--- config.mk ---
export PLATFORM = sky130hd
export DESIGN_NAME = y86_instr_encoder_flat
export DESIGN_NICKNAME = d
export VERILOG_FILES = /design/src/rtl/y86_instr_encoder_if.sv /design/src/rtl/y86_instr_encoder.sv /design/src/flat_wrapper.sv
export SDC_FILE = /design/constraint.sdc
export NUM_CORES = 1
export LEC_CHECK = 0
export ABC_AREA = 1
export BUFFER_PORTS_ARGS = -buffer_cell sky130_fd_sc_hd__buf_2
export CAP_MARGIN = 10
export CORE_ASPECT_RATIO = 0.8
export CORE_MARGIN = 2
export CORE_UTILIZATION = 53
export CTS_BUF_LIST = sky130_fd_sc_hd__clkbuf_8
export DETAILED_ROUTE_END_ITERATION = 8
export GPL_TIMING_DRIVEN = 0
export PLACE_DENSITY_LB_ADDON = 0.3
export REMOVE_ABC_BUFFERS = 1
export SYNTH_ARGS = -nofsm -noshare
export SYNTH_HDL_FRONTEND = slang
export SYNTH_SLANG_ARGS = --single-unit
--- constraint.sdc ---
create_clock -name clock -period 3.65 [get_ports clock]
set_input_delay 0.73 -clock clock [delete_from_list [all_inputs] [get_ports clock]]
set_output_delay 0.73 -clock clock [all_outputs]
set_load 0.05 [all_outputs]
--- src/rtl/y86_instr_encoder_if.sv ---
// Instruction-field input and byte-stream output of the Y86-64 encoder.
// "master" is the side that supplies instructions and sinks bytes.
// "slave" is the encoder itself.
interface y86_instr_encoder_if;
  logic        in_valid;
  logic        in_ready;
  logic [3:0]  in_icode;
  logic [3:0]  in_ifun;
  logic [3:0]  in_rA;
  logic [3:0]  in_rB;
  logic [63:0] in_valC;
  logic        out_valid;
  logic        out_ready;
  logic [7:0]  out_byte;
  logic [63:0] out_addr;
  logic        out_last;

  modport master (
    output in_valid, in_icode, in_ifun, in_rA, in_rB, in_valC, out_ready,
    input  in_ready, out_valid, out_byte, out_addr, out_last
  );

  modport slave (
    input  in_valid, in_icode, in_ifun, in_rA, in_rB, in_valC, out_ready,
    output in_ready, out_valid, out_byte, out_addr, out_last
  );
endinterface

--- src/rtl/y86_instr_encoder.sv ---
// Y86-64 instruction encoder.
// It accepts decoded instruction fields and emits the byte encoding of the
// instruction, one byte per cycle, with a running byte address.
// An instruction that would run past the end of memory is rejected before any
// byte of it is emitted, so the address never passes MEM_BYTES.
module y86_instr_encoder #(
  parameter logic [63:0] BASE_ADDR = 64'd0,
  parameter int unsigned MEM_BYTES = 65
) (
  input  logic                 clock,
  input  logic                 reset_n,
  y86_instr_encoder_if.slave   bus,
  output logic                 busy,
  output logic [1:0]           stat,
  output logic [31:0]          instr_count
);

  typedef enum logic [1:0] {IDLE, EMIT, HALTED, ERROR} state_t;

  localparam logic [1:0] STAT_AOK = 2'b00;
  localparam logic [1:0] STAT_HLT = 2'b01;
  localparam logic [1:0] STAT_ADR = 2'b10;
  localparam logic [1:0] STAT_INS = 2'b11;

  // Encoded length in bytes for each icode. Invalid codes return 0.
  function automatic logic [3:0] instr_len(input logic [3:0] icode);
    case (icode)
      4'h0, 4'h1, 4'h9:             instr_len = 4'd1;
      4'h2, 4'h6, 4'hA, 4'hB:       instr_len = 4'd2;
      4'h7, 4'h8:                   instr_len = 4'd9;
      4'h3, 4'h4, 4'h5:             instr_len = 4'd10;
      default:                      instr_len = 4'd0;
    endcase
  endfunction

  // Returns 1 when the instruction carries an {rA, rB} byte after the opcode.
  function automatic logic has_regs(input logic [3:0] icode);
    has_regs = (icode inside {4'h2, 4'h3, 4'h4, 4'h5, 4'h6, 4'hA, 4'hB});
  endfunction

  state_t      state, next_state;
  logic [1:0]  next_stat;
  logic [3:0]  icode, ifun, ra, rb;
  logic [63:0] valc;
  logic [3:0]  len;
  logic [3:0]  idx;
  logic [63:0] addr;

  logic        accept, fire, at_last;
  logic        acc_invalid, acc_range_err;
  logic [64:0] acc_end;
  logic [7:0]  sel_byte;
  logic [3:0]  valc_off;
  logic [2:0]  valc_byte;

  assign accept  = (state == IDLE) && bus.in_valid;
  assign fire    = (state == EMIT) && bus.out_ready;
  assign at_last = (idx == len - 4'd1);

  // The end address is computed with one extra bit so that the sum cannot
  // wrap around and pass the range check by mistake.
  assign acc_invalid   = (bus.in_icode >= 4'hC);
  assign acc_end       = {1'b0, addr} + 65'(instr_len(bus.in_icode));
  assign acc_range_err = (acc_end > 65'(MEM_BYTES));

  // Register the state and the status code.
  // NOTE: use non-blocking (<=) in clocked blocks, so every flop samples the values from before the edge.
  always_ff @(posedge clock or negedge reset_n) begin
    if (!reset_n) begin
      state <= IDLE;
      stat  <= STAT_AOK;
    end else begin
      state <= next_state;
      stat  <= next_stat;
    end
  end

  // Next state: choose accept or reject in IDLE, and finish the instruction in EMIT.
  // NOTE: give every signal a default first, so no path through this block leaves a signal unassigned and infers a latch.
  always_comb begin
    next_state = state;
    next_stat  = stat;
    case (state)
      IDLE: begin
        if (bus.in_valid) begin
          if (acc_invalid) begin
            next_state = ERROR;
            next_stat  = STAT_INS;
          end else if (acc_range_err) begin
            next_state = ERROR;
            next_stat  = STAT_ADR;
          end else begin
            next_state = EMIT;
          end
        end
      end
      EMIT: begin
        if (fire && at_last) begin
          if (icode == 4'h0) begin
            next_state = HALTED;
            next_stat  = STAT_HLT;
          end else begin
            next_state = IDLE;
          end
        end
      end
      default: ;
    endcase
  end

  // Latch the instruction fields on acceptance.
  // Step the byte index and the address on each accepted byte.
  always_ff @(posedge clock or negedge reset_n) begin
    if (!reset_n) begin
      icode       <= 4'h0;
      ifun        <= 4'h0;
      ra          <= 4'h0;
      rb          <= 4'h0;
      valc        <= 64'd0;
      len         <= 4'd0;
      idx         <= 4'd0;
      addr        <= BASE_ADDR;
      instr_count <= 32'd0;
    end else if (accept) begin
      icode <= bus.in_icode;
      ifun  <= bus.in_ifun;
      ra    <= bus.in_rA;
      rb    <= bus.in_rB;
      valc  <= bus.in_valC;
      len   <= instr_len(bus.in_icode);
      idx   <= 4'd0;
    end else if (fire) begin
      addr <= addr + 64'd1;
      idx  <= idx + 4'd1;
      if (at_last) instr_count <= instr_count + 32'd1;
    end
  end

  // Select the output byte: opcode first, then the register byte if present,
  // then valC least-significant byte first.
  always_comb begin
    valc_off  = has_regs(icode) ? 4'd2 : 4'd1;
    valc_byte = 3'(idx - valc_off);
    sel_byte  = 8'h00;
    if (idx == 4'd0)
      sel_byte = {icode, ifun};
    else if (has_regs(icode) && idx == 4'd1)
      sel_byte = {ra, rb};
    else
      sel_byte = valc[{valc_byte, 3'b000} +: 8];
  end

  assign bus.in_ready  = (state == IDLE);
  assign bus.out_valid = (state == EMIT);
  assign bus.out_byte  = (state == EMIT) ? sel_byte : 8'h00;
  assign bus.out_addr  = addr;
  assign bus.out_last  = (state == EMIT) && at_last;
  assign busy          = (state == EMIT);

endmodule

--- src/flat_wrapper.sv ---
// flat-port wrapper written by rule: the top's interface ports become plain ports
module y86_instr_encoder_flat 
#(
  parameter logic [63:0] BASE_ADDR = 64'd0,
  parameter int unsigned MEM_BYTES = 65
)
  (clock, reset_n, busy, stat, instr_count, bus_in_valid, bus_in_icode, bus_in_ifun, bus_in_rA, bus_in_rB, bus_in_valC, bus_out_ready, bus_in_ready, bus_out_valid, bus_out_byte, bus_out_addr, bus_out_last);
  y86_instr_encoder_if bus_i ();
  input  logic clock;
  input  logic reset_n;
  output logic busy;
  output logic [1:0] stat;
  output logic [31:0] instr_count;
  input wire logic [$bits(bus_i.in_valid)-1:0] bus_in_valid;
  input wire logic [$bits(bus_i.in_icode)-1:0] bus_in_icode;
  input wire logic [$bits(bus_i.in_ifun)-1:0] bus_in_ifun;
  input wire logic [$bits(bus_i.in_rA)-1:0] bus_in_rA;
  input wire logic [$bits(bus_i.in_rB)-1:0] bus_in_rB;
  input wire logic [$bits(bus_i.in_valC)-1:0] bus_in_valC;
  input wire logic [$bits(bus_i.out_ready)-1:0] bus_out_ready;
  output wire logic [$bits(bus_i.in_ready)-1:0] bus_in_ready;
  output wire logic [$bits(bus_i.out_valid)-1:0] bus_out_valid;
  output wire logic [$bits(bus_i.out_byte)-1:0] bus_out_byte;
  output wire logic [$bits(bus_i.out_addr)-1:0] bus_out_addr;
  output wire logic [$bits(bus_i.out_last)-1:0] bus_out_last;
  assign bus_i.in_valid = bus_in_valid;
  assign bus_i.in_icode = bus_in_icode;
  assign bus_i.in_ifun = bus_in_ifun;
  assign bus_i.in_rA = bus_in_rA;
  assign bus_i.in_rB = bus_in_rB;
  assign bus_i.in_valC = bus_in_valC;
  assign bus_i.out_ready = bus_out_ready;
  assign bus_in_ready = bus_i.in_ready;
  assign bus_out_valid = bus_i.out_valid;
  assign bus_out_byte = bus_i.out_byte;
  assign bus_out_addr = bus_i.out_addr;
  assign bus_out_last = bus_i.out_last;
  y86_instr_encoder #(.BASE_ADDR(BASE_ADDR), .MEM_BYTES(MEM_BYTES)) u_core (.clock(clock), .reset_n(reset_n), .bus(bus_i), .busy(busy), .stat(stat), .instr_count(instr_count));
endmodule
Word level (Yosys, flattened, before mapping)
Memory sizes are Yosys's and may differ from the RTL's. A register that Yosys moved wholly into a read port is not among the register bits.
Cells that the tools add are included.
W data, S select, Z words.
{"block": "totals", "elab_cells": 71, "out_inout_bits": 110, "rom_bits": 96, "regBits": 188, "memories": 2, "input_bits": 84}
{"block": "classes", "eq_ne": 14, "add_sub_neg": 6, "reduce_logical": 16, "n_bitwise": 1, "magnitude_cmp": 2, "mux": 18, "n_shift": 1}
{"memory": "(name not given)", "depth": 16, "width": 3, "rd": 1, "rd_ports_with_merged_regs": 1, "write_ports": 0, "line": "y86_instr_encoder.sv:27", "source": "case (icode)"}
{"memory": "(name not given)", "depth": 16, "width": 3, "rd": 1, "rd_ports_with_merged_regs": 0, "write_ports": 0, "line": "y86_instr_encoder.sv:27"}
{"operator": "$add A64 B4 Y65", "count": 1}
{"operator": "$gt A65 B7 Y1 const B", "count": 1}
{"operator": "$add A64 B1 Y64 const B", "count": 1}
{"operator": "$shiftx A64 B7 Y8", "count": 1}
{"operator": "$add A32 B1 Y32 const B", "count": 1}
{"operator": "$mux W8", "count": 3}
{"operator": "$mux W2", "count": 11}
{"operator": "$eq A4 B3 Y1 const B", "count": 3}
{"operator": "$eq A4 B2 Y1 const B", "count": 2}
{"operator": "$eq A4 B4 Y1 const B", "count": 2}
{"operator": "$logic_not A4 Y1", "count": 2}
{"operator": "$mux W4", "count": 2}
{"operator": "$pmux W2 S2", "count": 2}
{"operator": "$reduce_bool A7 Y1", "count": 1}
{"operator": "$reduce_and A3 Y1", "count": 2}
{"operator": "$logic_and A1 B1 Y1", "count": 5}
{"operator": "$reduce_and A5 Y1", "count": 1}
{"operator": "$add A4 B1 Y4 const B", "count": 1}
{"operator": "$eq A4 B1 Y1 const B", "count": 1}
{"operator": "$eq A4 B4 Y1", "count": 1}
{"operator": "$ge A4 B4 Y1 const B", "count": 1}
{"operator": "$ne A2 B1 Y1 const B", "count": 2}
{"operator": "$reduce_bool A2 Y1", "count": 2}
{"operator": "$sub A4 B1 Y4 const B", "count": 1}
{"operator": "other kinds (8)", "count": 8}

Logic depth before layout (Yosys ltp)
Gate-level depths: netlist of the first run.
{"block": "logic_depth", "word_depth": 8, "ltp_mapped": 25}

Worst setup path after synthesis of the first run
Ideal clock, no wire load.
{"block": "synth_timing", "path_type": "reg-to-output", "start": "reg u_core.icode[1]", "end": "out bus_out_byte[0]", "arrival_time_ps": 3322, "required_time_ps": 2920, "slack_ps": -402, "stages_incl_launch_ff": 14, "cell_sequence": "dfrtp_1 -> nand2_1 -> inv_1 -> o21ai_0 -> o21a_1 -> clkbuf_1 -> inv_1 -> ha_1 -> fa_1 -> xnor2_1 -> inv_1 -> o211ai_1 -> nand3_1 -> a31oi_1"}
{"block": "synth_via", "elab_chain_cells": 8, "word_cells_on_any_way": 15}
{"element": "from (decl)", "line": "y86_instr_encoder.sv:43", "source": "logic [3:0] icode, ifun, ra, rb;"}
{"element": "from (signal assigned)", "line": "y86_instr_encoder.sv:125", "source": "icode <= bus.in_icode;"}
{"element": "$eq A4 B2 Y1, or another cell as far along", "line": "y86_instr_encoder.sv:38", "source": "has_regs = (icode inside {4'h2, 4'h3, 4'h4, 4'h5, 4'h6, 4'hA, 4'hB});"}
{"element": "$reduce_bool A7 Y1 *", "line": "y86_instr_encoder.sv:38"}
{"element": "$mux W2", "line": "y86_instr_encoder.sv:142", "source": "valc_off = has_regs(icode) ? 4'd2 : 4'd1;"}
{"element": "$sub A3 B3 Y3", "line": "y86_instr_encoder.sv:143", "source": "valc_byte = 3'(idx - valc_off);"}
{"element": "$shiftx A64 B7 Y8", "line": "y86_instr_encoder.sv:150", "source": "sel_byte = valc[{valc_byte, 3'b000} +: 8];"}
{"element": "$mux W8 *", "line": "y86_instr_encoder.sv:147", "source": "else if (has_regs(icode) && idx == 4'd1)"}
{"element": "$mux W8 *", "line": "y86_instr_encoder.sv:145", "source": "if (idx == 4'd0)"}
{"element": "$mux W8 *", "line": "y86_instr_encoder.sv:155", "source": "assign bus.out_byte = (state == EMIT) ? sel_byte : 8'h00;"}
{"element": "to (decl)", "line": "flat_wrapper.sv:23", "source": "output wire logic [$bits(bus_i.out_byte)-1:0] bus_out_byte;"}
Mark *: on every way between the ends. The rest lies on a longest branch, timed or not.

Final worst setup path of the first run
Same ends and word-level chain as after synthesis.

==> results_dict.tcl, run 1 <==
set metrics [dict create \
    worstPathMaxFanout 10 \
    critical_path_arrival_ps 3240 \
    final_area_um2 13500 \
    synth_top_area_share_pct 40.3 \
    tns_ps -2190 \
    setup_slack_ps -317 \
    max-vdd-ir-drop_v 0.000217 \
    place.gp.congestion 0.990 \
    synth_area_leader_cell "dfrtp_1" \
    p_per_area_nw_per_um2 270 \
    cts_buffer_depth 2 \
    cp-startpoint "u_core.icode[1]$_DFFE_PN0P_" \
    ys_types 43 \
    dr.pass1.iters 6 \
    grt_pass1_vias 10500 \
    dieArea_um2 23100 \
    gr-total-overflow 0 \
    portBuffers 193 \
    slew_headroom_pct 37.2 \
    via_per_inst 5.43 \
    drt_iter0_markers 1309 \
    grt_use_total_pct 31.7 \
    drv_cap 0 \
    slew_violations 0 \
    violations "setup timing" \
    grt_pass1_wl_mm 56.2 \
    worstMarginPinSlew_ps 941 \
    reg2reg_depth 20 \
    path_class "reg -> out" \
    ios 194 \
    drive_gt1_share_pct 18.7 \
    reg2reg_to "u_core.stat[0]$_DFFE_PN0P_" \
    yosys_warnings 0 \
    dp_hpwl_mm 26.7 \
    die_x_um 169 \
    end_kind "output pin" \
    fin_crit_sh_pct 109 \
    status "complete, but fails checks" \
    clkLatencyLatePin_ps 490 \
    skew_ps 19.2 \
    num_rows 48 \
    area.growth.synth_to_final_pct 16.8 \
    reg2reg_from "u_core.bus.out_addr[0]$_DFFE_PN0P_" \
    synthFlopType "dfrtp_1" \
    rrSetupSlack_ps 510 \
    fmax_ghz 0.252 \
    hold_violations 0 \
    cellLeakagePower_nw 6.95 \
    cts.sinks 187 \
    vias 11500 \
    ys_seq_area_share_pct 40.3 \
    yosys-top-cells-area "dfrtp_1, nand2_1, nor2_1" \
    grt_antenna_before_repair 2 \
    setup.worst_path.end "bus_out_byte[0]" \
    cts_tree "yes" \
    grt_start_max_net_pins 113 \
    htreeDepth 4 \
    nets 1925 \
    path_clk_slew_ps 130 \
    worstSetupStartpointType "flip-flop" \
    post-place-cells 2067 \
    synth_area_um2 11600 \
    period_minus_slack_ps 3970 \
    fin_cells 2119 \
    routed_wl_mm 36.0 \
    synthCells 1632 \
    start_util_pct 53.9 \
    finalSetupViolCount 8 \
    cp.required_ps 2920 \
    core_um2 21500 \
    place_ws_ps -1110 \
    power_w 0.00366 \
    hp-class "in -> async" \
    final_common_cell "nand2_1" \
    ys_ff_latch 187 \
    placed_cell_area_um2 12800 \
    layout_common_cells "nand2_1, nor2_1, dfrtp_1" \
    synth_edf_count 0 \
    drt-wirelength-per-cell_um 17.0 \
    fp.dieH_um 136 \
    avgSynthCellArea_um2 7.11 \
    cts-root-buf "clkbuf_8" \
    numCtsBuffers 17 \
    async_flop_share_pct 100 \
    final_antenna_net_count 0 \
    drc 0 \
    rsz0062_at_grt "true" \
]
cells in the mapped netlist, types with 3 or more instances:
cell type    n
ha_1        10
nor2_2      21
nand4_1     34
clkbuf_1    28
inv_1      138
inv_2       10
xnor2_1     27
o211ai_1    16
nor2_4      15
nand2_1    601
nand3_2      3
nor3_2       5
nor2_1     213
nand3b_1     7
xor2_1      81
dfrtp_1    187
nor4_1       8
a21oi_1      5
o21ai_0     63
a31oi_1      8
nand3_1     79
nand2_2     19
buf_1        4
nor3_1      22
o21bai_1     6
registers in the layout, summed over array words and instances (netlist names), 4 cells and up:
register and flops:
u_core.rb 4, u_core.bus.out_addr 64, u_core.instr_count 32, u_core.valc 64, u_core.ifun 4, u_core.ra 4
u_core.icode 4, u_core.idx 4
critical path, cell delays in order (launching register included):
cell and delay, ps:
dfrtp_1 410, buf_4 160, o21a_2 210, buf_4 180, fa_2 650, buf_12 160
o21ai_0 80, o211ai_1 360, nand3_1 140, a31oi_1 180, buf_4 230
kinds of logic after synthesis:
kind of cell | after synthesis | synth area share, %
flops | 187 | 40.3
buf+inv | 184 | 6.03
xor+xnor | 108 | 8.16
compound gates | 103 | 5.12
fa+ha+maj | 12 | 1.42
simple gates | 1038 | 38.9
power by group:
part	internal (W)	total [W]	switching [W]	leakage, nW
clock	0.000545	0.00148	0.000933	0.201
combinational	0.0000421	0.000112	0.0000697	4.31
sequential	0.00207	0.00207	0	2.44
total	0.00266	0.00366	0.00100	6.95
layer usage:
| metal | vias to the layer above | global-route usage [%] | routed length [µm] |
|---|---|---|---|
| li1 | 5524 | - | - |
| met1 | 5403 | 48.6 | 16700 |
| met2 | 521 | 45.8 | 15000 |
| met3 | 51 | 6.52 | 3620 |
| met4 | 0 | 7.12 | 581 |
| met5 | - | 0 | 0 |
what timing repair did:
action,4_1_cts,5_1_grt
pin swaps,4,4
endpoints found under the setup margin,8,11
buffers inserted,11,5
gates cloned,2,0
resized for setup,35,7
hold buffers,0,0
stage by stage:
step           hold slack [ps]  utilization, %
6_report                   284            63.0
3_5_place_dp               452            59.7
3_3_place_gp               453            59.4
2_1_floorplan              434               -
5_1_grt                    342            63.0
4_1_cts                    324            62.7
how the worst min path moves through the flow:
| stage | from | to | cells after the start |
|---|---|---|---|
| 5_1_grt | reset_n | u_core.valc[62]$_DFFE_PN0P_ | 1 |
| 4_1_cts | reset_n | u_core.valc[62]$_DFFE_PN0P_ | 1 |
| 2_1_floorplan | reset_n | u_core.bus.out_addr[0]$_DFFE_PN0P_ | 0 |
| 3_3_place_gp | u_core.stat[0]$_DFFE_PN0P_ | u_core.stat[0]$_DFFE_PN0P_ | 2 |
| 3_5_place_dp | u_core.instr_count[31]$_DFFE_PN0P_ | u_core.instr_count[31]$_DFFE_PN0P_ | 1 |
| 6_report | reset_n | u_core.valc[62]$_DFFE_PN0P_ | 1 |
final cells by class:
| class | count | area [µm²] |
|---|---|---|
| Sequential cell | 187 | 4680 |
| Antenna cell | 2 | 5.00 |
| Tap cell | 275 | 344 |
| Fill cell | 1967 | 7960 |
| Clock buffer | 18 | 248 |
| Clock inverter | 14 | 165 |
| Inverter | 149 | 567 |
| Timing Repair Buffer | 212 | 1230 |
| Multi-Input combinational cell | 1261 | 6300 |
| Timing Repair inverter | 1 | 7.51 |
Power figures use the tool's default switching activity.
==> inputs of run 2 (changes only) <==
Settings changed: CELL_PAD_IN_SITES_DETAIL_PLACEMENT set to 1, CELL_PAD_IN_SITES_GLOBAL_PLACEMENT set to 2, CORE_UTILIZATION 53 to 33.
==> results_dict.tcl, run 2 (same netlist as run 1, synthesis figures left out) <==
set metrics [dict create \
    dp_hpwl_mm 32.7 \
    cts.sinks 187 \
    cpPeakStageDelay_ps 650 \
    hold_buffers 0 \
    vias 11500 \
    drc 0 \
    pwr-share-seq_pct 55.2 \
    p_switching_w 0.000982 \
    rsz0062_at_grt "true" \
    period_minus_slack_ps 4120 \
    fp.dieH_um 172 \
    nets 1932 \
    gr-total-overflow 0 \
    final_antenna_net_count 0 \
    p_sw_share_pct 26.2 \
    p_per_area_nw_per_um2 269 \
    place_ws_ps -1530 \
    utilization_pct 40.2 \
    dieArea_um2 36700 \
    fill_cells 4487 \
    drt-wirelength-per-cell_um 18.6 \
    max-vdd-ir-drop_v 0.000221 \
    end_kind "output pin" \
    core_um2 34700 \
    finalSetupViolCount 8 \
    reg2reg_depth 19 \
    skew_ps 27.7 \
    drt_iter0_markers 837 \
    worstMarginPinSlew_ps 856 \
    fmax_ghz 0.243 \
    cp.required_ps 2920 \
    comb_power_share_pct 3.2 \
    fin_crit_sh_pct 113 \
    cts-root-buf "clkbuf_8" \
    placed_cell_area_um2 13100 \
    crit_chain "buf_4, o21a_2, buf_4, fa_2, buf_6, buf_12, o21ai_2, o211ai_1, nand3_1, a31oi_1, buf_4" \
    place.gp.congestion 0.905 \
    cellLeakagePower_nw 7.02 \
    status "complete, but fails checks" \
    drive_gt1_share_pct 19.4 \
    clkLatencyLatePin_ps 510 \
    final_area_um2 13900 \
    power_w 0.00375 \
    setup_slack_ps -471 \
    path_class "reg -> out" \
    grt_pass1_vias 11500 \
    numCtsBuffers 17 \
    slew_violations 0 \
    htreeDepth 4 \
    violations "setup timing" \
    start_util_pct 33.5 \
    grt_pass1_wl_mm 66.6 \
    num_rows 61 \
    worstSetupStartpointType "flip-flop" \
    grt_start_max_net_pins 103 \
    die_x_um 214 \
    grt_use_total_pct 24.2 \
    path_clk_slew_ps 110 \
    cts_tree "yes" \
    critical_path_arrival_ps 3390 \
    slowest_stage "fa_2" \
    pwr-share-clk_pct 41.7 \
    grt_antenna_before_repair 1 \
    intPower_w 0.00277 \
    dr.pass1.iters 5 \
    worstPathMaxFanout 10 \
    path_common_cell "buf_4" \
    via_per_inst 4.96 \
    slew_headroom_pct 42.9 \
    ios 194 \
    drv_cap 0 \
    routed_wl_mm 43.3 \
    portBuffers 193 \
    hold_violations 0 \
    layout_common_cells "nand2_1, nor2_1, dfrtp_1" \
    hp-class "in -> async" \
    area.growth.synth_to_final_pct 20.2 \
    cts_buffer_depth 2 \
    final_common_cell "nand2_1" \
]
-- run 2: cell count changes in the layout (fill, tap and decap cells not counted), moves of 2 or more --
cell and change:
inv_8 -2, inv_6 +5, o21ai_1 +4, clkinv_8 -2, nor2_4 +3, inv_12 -2
nor2_2 +3, bufinv_16 +2, o21ai_0 -4, nor2_1 -6, buf_6 +4
-- run 2: timing repair --
| item | in CTS | in global routing |
|---|---|---|
| cloned | 3 | 0 |
| endpoints found under the hold margin | 0 | 0 |
| endpoints found under the setup margin | 11 | 11 |
| resized for setup | 44 | 19 |
| buffers inserted | 19 | 2 |
| pin swaps | 19 | 15 |
-- run 2: power by group through the flow --
stage | combinational (W) | sequential, W | clock, W
global route | 0.000135 | 0.00207 | 0.00169
global placement | 0.000115 | 0.00211 | 0
detailed placement | 0.000122 | 0.00211 | 0
floorplan | 0.0000151 | 0.00211 | 0
finish | 0.000118 | 0.00207 | 0.00156
CTS | 0.000123 | 0.00207 | 0.00161
-- run 2: worst paths after layout --
| path | startpoint | to | slack [ps] |
|---|---|---|---|
| max | u_core.icode[1]$_DFFE_PN0P_ | bus_out_byte[4] | -470 |
| min reg2reg | u_core.stat[1]$_DFFE_PN0P_ | u_core.stat[1]$_DFFE_PN0P_ | 480 |
| max reg2reg | u_core.bus.out_addr[0]$_DFFE_PN0P_ | u_core.state[1]$_DFFE_PN0P_ | 410 |
| min | reset_n | u_core.valc[33]$_DFFE_PN0P_ | 250 |
| max in group asynchronous | reset_n | u_core.instr_count[29]$_DFFE_PN0P_ | 2420 |
| min in group clock | bus_in_valC[49] | u_core.valc[49]$_DFFE_PN0P_ | 410 |
-- run 2: metrics by stage --
stage / instances / TNS, ps / hold WS (ps)
4_1_cts: 2320 / -3430 / 290
6_report: 2322 / -3090 / 252
2_1_floorplan: 1597 / -25620 / 434
5_1_grt: 2322 / -4550 / 304
3_5_place_dp: 2266 / -14140 / 460
3_3_place_gp: 2262 / -452650 / 455
-- run 2: layer usage --
| layer | vias to the layer above | GRT usage, % | part of all wire, % |
|---|---|---|---|
| met2 | 267 | 35.3 | 43 |
| li1 | 5543 | - | - |
| met3 | 26 | 4.56 | 6.1 |
| met4 | 0 | 5.13 | 1.0 |
| met5 | - | 0 | 0 |
| met1 | 5687 | 36.6 | 50 |
-- run 2: layout make-up --
class                      instances  area [µm²]  share of cell area (%)
multi-input combinational       1261        6340                    45.4
sequential                       187        4680                    33.6
timing repair buffer             219        1340                    9.59
tap                              472         591                    4.24
inverter                         149         567                    4.07
clock buffer                      18         248                    1.78
clock inverter                    14         174                    1.25
timing repair inverter             1        7.51                  0.0539
antenna                            1        2.50                  0.0180
-- run 2: worst max-delay path: cells and delay by family (launching register included) --
kind	cells	cell delay (ps)
AND/OR/NAND/NOR	1	140
adder cells (fa/ha/maj)	1	650
flip-flops	1	410
AO/OA/AOI/OAI	4	860
buffers and inverters	5	830
